==> src/rtl/sram_controller.sv <==
`default_nettype none
// ============================================================================
// Module   : sram_controller
// Purpose  : Bridges a 32-bit MEM-stage load/store port to a 16-bit
//            asynchronous SRAM. Each word access is split into a low half
//            and a high half. Each half is held on the SRAM pins for
//            WAIT_CYC cycles. ready is low while an access is in flight, so
//            the pipeline freeze signal is simply ~ready.
// Revision : 1.0 - initial release
// ----------------------------------------------------------------------------
// Parameters
//   WAIT_CYC    cycles per 16-bit half access (1..15)
// Build option
//   SRAM_READ_CACHE_EN  when defined, adds a one-entry cache of the last read
//                       word, so a repeated read completes in one cycle
// Ports
//   clk, rst    clock; asynchronous active-high reset
//   wr_en       write request, held until ready
//   rd_en       read request, held until ready (wr_en wins if both are set)
//   address     byte address; [18:2] selects the 32-bit word
//   write_data  word to store
//   read_data   last word read; valid when ready=1 after a read
//   ready       high when idle without a request, or when an access completes
//   sram_addr   half-word SRAM address {word, half}
//   sram_dq_out write data to the SRAM, driven when sram_dq_oe=1
//   sram_dq_oe  data bus drive enable
//   sram_dq_in  read data from the SRAM
//   sram_we_n   active-low SRAM write strobe
// ============================================================================
module sram_controller #(
  parameter int WAIT_CYC = 2
) (
  input  logic        clk,
  input  logic        rst,
  input  logic        wr_en,
  input  logic        rd_en,
  input  logic [31:0] address,
  input  logic [31:0] write_data,
  output logic [31:0] read_data,
  output logic        ready,
  output logic [17:0] sram_addr,
  output logic [15:0] sram_dq_out,
  output logic        sram_dq_oe,
  input  logic [15:0] sram_dq_in,
  output logic        sram_we_n
);

  localparam logic [1:0] S_IDLE = 2'd0;
  localparam logic [1:0] S_LOW  = 2'd1;
  localparam logic [1:0] S_HIGH = 2'd2;
  localparam logic [1:0] S_DONE = 2'd3;

  // The counter runs from WAIT_CYC-1 down to 0, so each half lasts WAIT_CYC cycles.
  localparam logic [3:0] C_CNT_LOAD = 4'(WAIT_CYC - 1);

  logic [1:0]  state_q, state_d;
  logic [3:0]  cnt_q, cnt_d;
  logic        is_write_q, is_write_d;
  logic [16:0] word_q, word_d;
  logic [31:0] read_data_q, read_data_d;

  logic        req;

`ifdef SRAM_READ_CACHE_EN
  logic        cache_valid_q, cache_valid_d;
  logic [16:0] cache_tag_q, cache_tag_d;
  logic [31:0] cache_data_q, cache_data_d;
  logic        cache_hit;
`endif

  // Only address bits [18:2] select a word. The remaining bits are ignored.
  logic unused_addr_bits;
  assign unused_addr_bits = &{1'b0, address[31:19], address[1:0]};

  assign req = wr_en | rd_en;

`ifdef SRAM_READ_CACHE_EN
  // A write request takes priority, so it never counts as a hit.
  assign cache_hit = rd_en & ~wr_en & cache_valid_q & (cache_tag_q == address[18:2]);
`endif

  // --------------------------------------------------------------------------
  // State register
  // --------------------------------------------------------------------------
  always_ff @(posedge clk or posedge rst) begin
    if (rst) begin
      state_q       <= S_IDLE;
      cnt_q         <= 4'd0;
      is_write_q    <= 1'b0;
      word_q        <= 17'd0;
      read_data_q   <= 32'd0;
`ifdef SRAM_READ_CACHE_EN
      cache_valid_q <= 1'b0;
      cache_tag_q   <= 17'd0;
      cache_data_q  <= 32'd0;
`endif
    end else begin
      state_q       <= state_d;
      cnt_q         <= cnt_d;
      is_write_q    <= is_write_d;
      word_q        <= word_d;
      read_data_q   <= read_data_d;
`ifdef SRAM_READ_CACHE_EN
      cache_valid_q <= cache_valid_d;
      cache_tag_q   <= cache_tag_d;
      cache_data_q  <= cache_data_d;
`endif
    end
  end

  // --------------------------------------------------------------------------
  // Next-state logic
  // --------------------------------------------------------------------------
  always_comb begin
    state_d       = state_q;
    cnt_d         = cnt_q;
    is_write_d    = is_write_q;
    word_d        = word_q;
    read_data_d   = read_data_q;
`ifdef SRAM_READ_CACHE_EN
    cache_valid_d = cache_valid_q;
    cache_tag_d   = cache_tag_q;
    cache_data_d  = cache_data_q;
`endif

    case (state_q)
      S_IDLE: begin
`ifdef SRAM_READ_CACHE_EN
        if (cache_hit) begin
          state_d     = S_DONE;
          read_data_d = cache_data_q;
        end else
`endif
        if (req) begin
          // Latch the operation type and word so that the SRAM pins stay
          // stable for the whole access.
          state_d    = S_LOW;
          cnt_d      = C_CNT_LOAD;
          is_write_d = wr_en;
          word_d     = address[18:2];
`ifdef SRAM_READ_CACHE_EN
          if (wr_en && (cache_tag_q == address[18:2])) begin
            cache_valid_d = 1'b0;
          end
`endif
        end
      end

      S_LOW: begin
        if (!req) begin
          // The request was withdrawn. Abandon the access, but keep any
          // half that has already been written.
          state_d = S_IDLE;
          cnt_d   = 4'd0;
        end else if (cnt_q == 4'd0) begin
          state_d = S_HIGH;
          cnt_d   = C_CNT_LOAD;
          if (!is_write_q) begin
            read_data_d[15:0] = sram_dq_in;
          end
        end else begin
          cnt_d = cnt_q - 4'd1;
        end
      end

      S_HIGH: begin
        if (!req) begin
          state_d = S_IDLE;
          cnt_d   = 4'd0;
        end else if (cnt_q == 4'd0) begin
          state_d = S_DONE;
          if (!is_write_q) begin
            read_data_d[31:16] = sram_dq_in;
`ifdef SRAM_READ_CACHE_EN
            cache_valid_d = 1'b1;
            cache_tag_d   = word_q;
            cache_data_d  = {sram_dq_in, read_data_q[15:0]};
`endif
          end
        end else begin
          cnt_d = cnt_q - 4'd1;
        end
      end

      S_DONE: begin
        // A request seen here belongs to the access just completed. It is
        // ignored, and a request that is still held restarts from IDLE.
        state_d = S_IDLE;
        cnt_d   = 4'd0;
      end

      default: begin
        state_d = S_IDLE;
        cnt_d   = 4'd0;
      end
    endcase
  end

  // --------------------------------------------------------------------------
  // Output logic
  // --------------------------------------------------------------------------
  always_comb begin
    ready       = 1'b0;
    sram_addr   = 18'd0;
    sram_dq_out = 16'd0;
    sram_dq_oe  = 1'b0;
    sram_we_n   = 1'b1;

    case (state_q)
      S_IDLE: ready = ~req;
      S_LOW: begin
        sram_addr = {word_q, 1'b0};
        if (is_write_q) begin
          sram_we_n   = 1'b0;
          sram_dq_oe  = 1'b1;
          sram_dq_out = write_data[15:0];
        end
      end
      S_HIGH: begin
        sram_addr = {word_q, 1'b1};
        if (is_write_q) begin
          sram_we_n   = 1'b0;
          sram_dq_oe  = 1'b1;
          sram_dq_out = write_data[31:16];
        end
      end
      S_DONE: ready = 1'b1;
      default: ready = 1'b0;
    endcase
  end

  assign read_data = read_data_q;

endmodule
`default_nettype wire

==> config.mk <==
export PLATFORM = sky130hd
export DESIGN_NAME = sram_controller
export DESIGN_NICKNAME = d
export VERILOG_FILES = /design/src/rtl/sram_controller.sv
export SDC_FILE = /design/constraint.sdc
export NUM_CORES = 1
export LEC_CHECK = 0
export CORE_MARGIN = 2
export CORE_UTILIZATION = 34
export CTS_CLUSTER_DIAMETER = 30
export DETAILED_ROUTE_END_ITERATION = 8
export MAX_ROUTING_LAYER = met4
export PLACE_DENSITY = 0.76
export SLEW_MARGIN = 10
export SYNTH_ARGS = -nofsm -noshare
export SYNTH_HDL_FRONTEND = slang
export SYNTH_SLANG_ARGS = --single-unit
==> constraint.sdc <==
create_clock -name clk -period 2.2 [get_ports clk]
set_clock_uncertainty 0.05 [all_clocks]
set_input_delay 0.33 -clock clk [delete_from_list [all_inputs] [get_ports clk]]
set_output_delay 0.33 -clock clk [all_outputs]
set_load 0.005 [all_outputs]
==> results.md <==
* Outcome: completed
* Maximum vdd drop at 0.631 mV
* Total wire length at 7.14 mm
* Final worst-path cycle share at 97.7%
* Final hold vios at 0
* I/O pins at 153
* Critical path data required time at 1.82 ns
* Int Power at 3.57 mW
* HP Class: in -> async
* Switch share at 32.4%
* Sw Pwr at 1.71 mW
* Cts hold-fix bufs at 0
* Yosys synthesis warning count at 0
* Placed Instances at 454
* Vias at 2,274
* CP arrival at 1.77 ns
* Die ar. at 8520 um^2
* CTS clk-pin slew, worst paths at 0.10 ns
* CTS tree: built
* Minimum clock period at 2.15 ns
* Starting Density at 34.7%
* Placer Congestion at 0.786
* Fin worst setup slack at 0.0508 ns
* Post-Syn Area at 2650 um^2
* Vias/cell at 4.84
* Endpoints failing setup at 0
* Drt pass-1 iters at 4
* Vias in the first global route at 2,455
* Global Route Usage Sum at 17.5%
* Clock buffer depth at 2
* Tightest Pin Transition at 0.536 ns
* Final Max Slew Viols at 0
* # Max-Cap Violations at 0
* Combinational Power Share at 56.2%
* Critical Path Fanout Max at 8
* Pwr Total at 5.28 mW
* Nets at 457
* Proportion of synthesized area in mux cells at 21.6%
* Adder-cell area share of the yosys netlist at 2.83%
* Placeable core region at 7650 um^2
* Number of I/O port buffers at 137
* Worst-Skew Late Latency at 0.30 ns
* Design area at 4490 um^2
* CTS Buf Count at 5
* Main combinational cell family by area after synthesis: multiplexers
* Rel. slew slack at 64.2%
* Cells after Synth at 212
* Layout Cells excl Fill at 470
* Compound-Gate Fraction of Synth Area at 8.16%
* Worst hold slack at 0.324 ns
* Unique cell type count in the Yosys netlist at 30
* Area grow syn2layout at 69.3%
* PD cells at 1180 nW/um^2
* Post-DP Area at 4280 um^2
* Seq/Total Area, Yosys at 52.8%
* Setup tns final at 0 ns
* Root buffer cell: clkbuf_8
* Leakage at 1.95 nW
* First-pass GRT wire length at 11.6 mm
* DRT iter0 DRCs at 29
* Startpoint types: flop
* Antenna violations before repair at 0
* Synth Area in XOR/XNOR at 0%
* Pre-CTS setup slack at 0.0379 ns
* CTS Sinks at 56
* Antenna Nets Post-Route at 0
* Synthesized Nets at 302
* Post-synthesis simple-gate area fraction at 11.7%
* Share of cells above drive strength 1 at 28.8%
* DRC viols at 0
* Detailed placement HPWL at 5.26 mm
* # rows at 32
* Largest net degree at the start of global routing at 26
* Crit end category: output pin
* Fmax at 465 MHz
* Die Ht at 92.3 um
* Drt wl/cell at 15.2 um
* Sequential share of power at 32.8%
* Crit path kind: reg -> out
* Fillcell total at 644
* Yosys reg bits at 56
* Clock share of power at 11.0%
* Ant diodes at 0
* Fin util at 58.7%
* Overflow after GRT at 0
* H-tree depth at 2
* Die X at 92.3 um
* Avg Inst Size Synth at 12.5 um^2
-- cells in the mapped netlist, drive strengths merged --
cell type | n | area, um^2
buf | 3 | 27.5
ha | 6 | 75.1
or4bb | 1 | 11.3
o22ai | 1 | 6.26
a22oi | 17 | 128
or4 | 1 | 7.51
nor2b | 2 | 12.5
a22o | 2 | 17.5
a32o | 1 | 10.0
or3b | 2 | 20.0
dfrtp | 56 | 1400
nor2 | 20 | 75.1
nor3 | 2 | 21.3
inv | 7 | 26.3
nor3b | 4 | 41.3
o21a | 2 | 15.0
clkbuf | 6 | 22.5
nand2 | 4 | 15.0
mux2 | 50 | 563
and2 | 17 | 106
mux2i | 1 | 10.0
o31ai | 2 | 15.0
a21oi | 1 | 5.00
o21ai | 4 | 20.0
-- sequential cells by signal (all words and copies together), names as in the netlist --
register and cells:
state_q 2, is_write_q 1, cnt_q 4, read_data 32, word_q 17
-- placed cells by master, fill, tap and decap left out, drive strengths merged, types with 2 or more instances in the layout --
master and n:
a22o 2, a22oi 17, and2 17, buf 26, clkbuf 7, clkdlybuf4s15 14, clkdlybuf4s50 102, clkinvlp 2
dfrtp 56, dlygate4sd2 13, ha 6, inv 8, mux2 50, nand2 4, nor2 20, nor2b 2
nor3 2, nor3b 4, o21a 2, o21ai 4, o31ai 2, or3b 2
-- logic make-up (layout without fill, tap and decap cells) --
kind of cell,count (synthesis),after routing
flip-flops,56,56
AND/OR/NAND/NOR,53,53
multiplexers,51,51
AO/OA/AOI/OAI,30,30
buffers and inverters,16,172
adder cells (fa/ha/maj),6,6
-- layout make-up --
| class | instances | area, um^2 | area share, % |
|---|---|---|---|
| clock buffers | 5 | 68.8 | 1.53 |
| clock inverters | 3 | 26.3 | 0.585 |
| inverters | 7 | 26.3 | 0.585 |
| multi-input cells | 140 | 1260 | 28.1 |
| flip-flops and latches | 56 | 1400 | 31.2 |
| well taps | 102 | 128 | 2.84 |
| repair buffers | 157 | 1580 | 35.1 |
-- worst paths after layout --
| kind | startpoint | end | slack [ns] | cells after the start |
|---|---|---|---|---|
| worst max-delay path | state_q[1] | sram_addr[3] | 0.05 | 7 |
| worst min-delay path | rst | read_data[19] | 0.32 | 2 |
| worst max register to register | cnt_q[0] | read_data[25] | 0.16 | 6 |
| worst min register to register | read_data[15] | read_data[15] | 0.45 | 1 |
| max in group asynchronous | rst | read_data[30] | 1.23 | 3 |
| min in group clk | read_data[15] | read_data[15] | 0.45 | 1 |
-- timing repair --
item                       in CTS  in global routing
gates cloned                    0                  1
setup endpoints to repair      36                 28
resized for setup              71                 23
setup buffers                   8                  1
pin swaps                       4                  2
-- critical path, cell delays in order, from the launching register on --
cell     delay, ns
dfrtp_1       0.43
buf_6         0.14
ha_4          0.16
o21a_4        0.23
buf_12        0.13
buf_4         0.13
and2_4        0.14
buf_2         0.12
-- metal layers --
layer | track usage, % | vias up | share of wire (%)
met3 | 5.53 | 0 | 9.4
met4 | 2.61 | 0 | 0
met2 | 31.0 | 117 | 50
met1 | 19.9 | 1095 | 41
met5 | - | - | 0
li1 | - | 1062 | -
-- power by group through the flow --
stage                     Sequential (mW)  Combinational [mW]  Clock (mW)
after floorplan                      1.72                1.31           0
after global placement               1.72                2.79           0
after detailed placement             1.75                2.83           0
after CTS                            1.73                2.91       0.613
after global routing                 1.80                3.22       0.653
final                                1.73                2.97       0.580
Power figures use the tool's default switching activity.
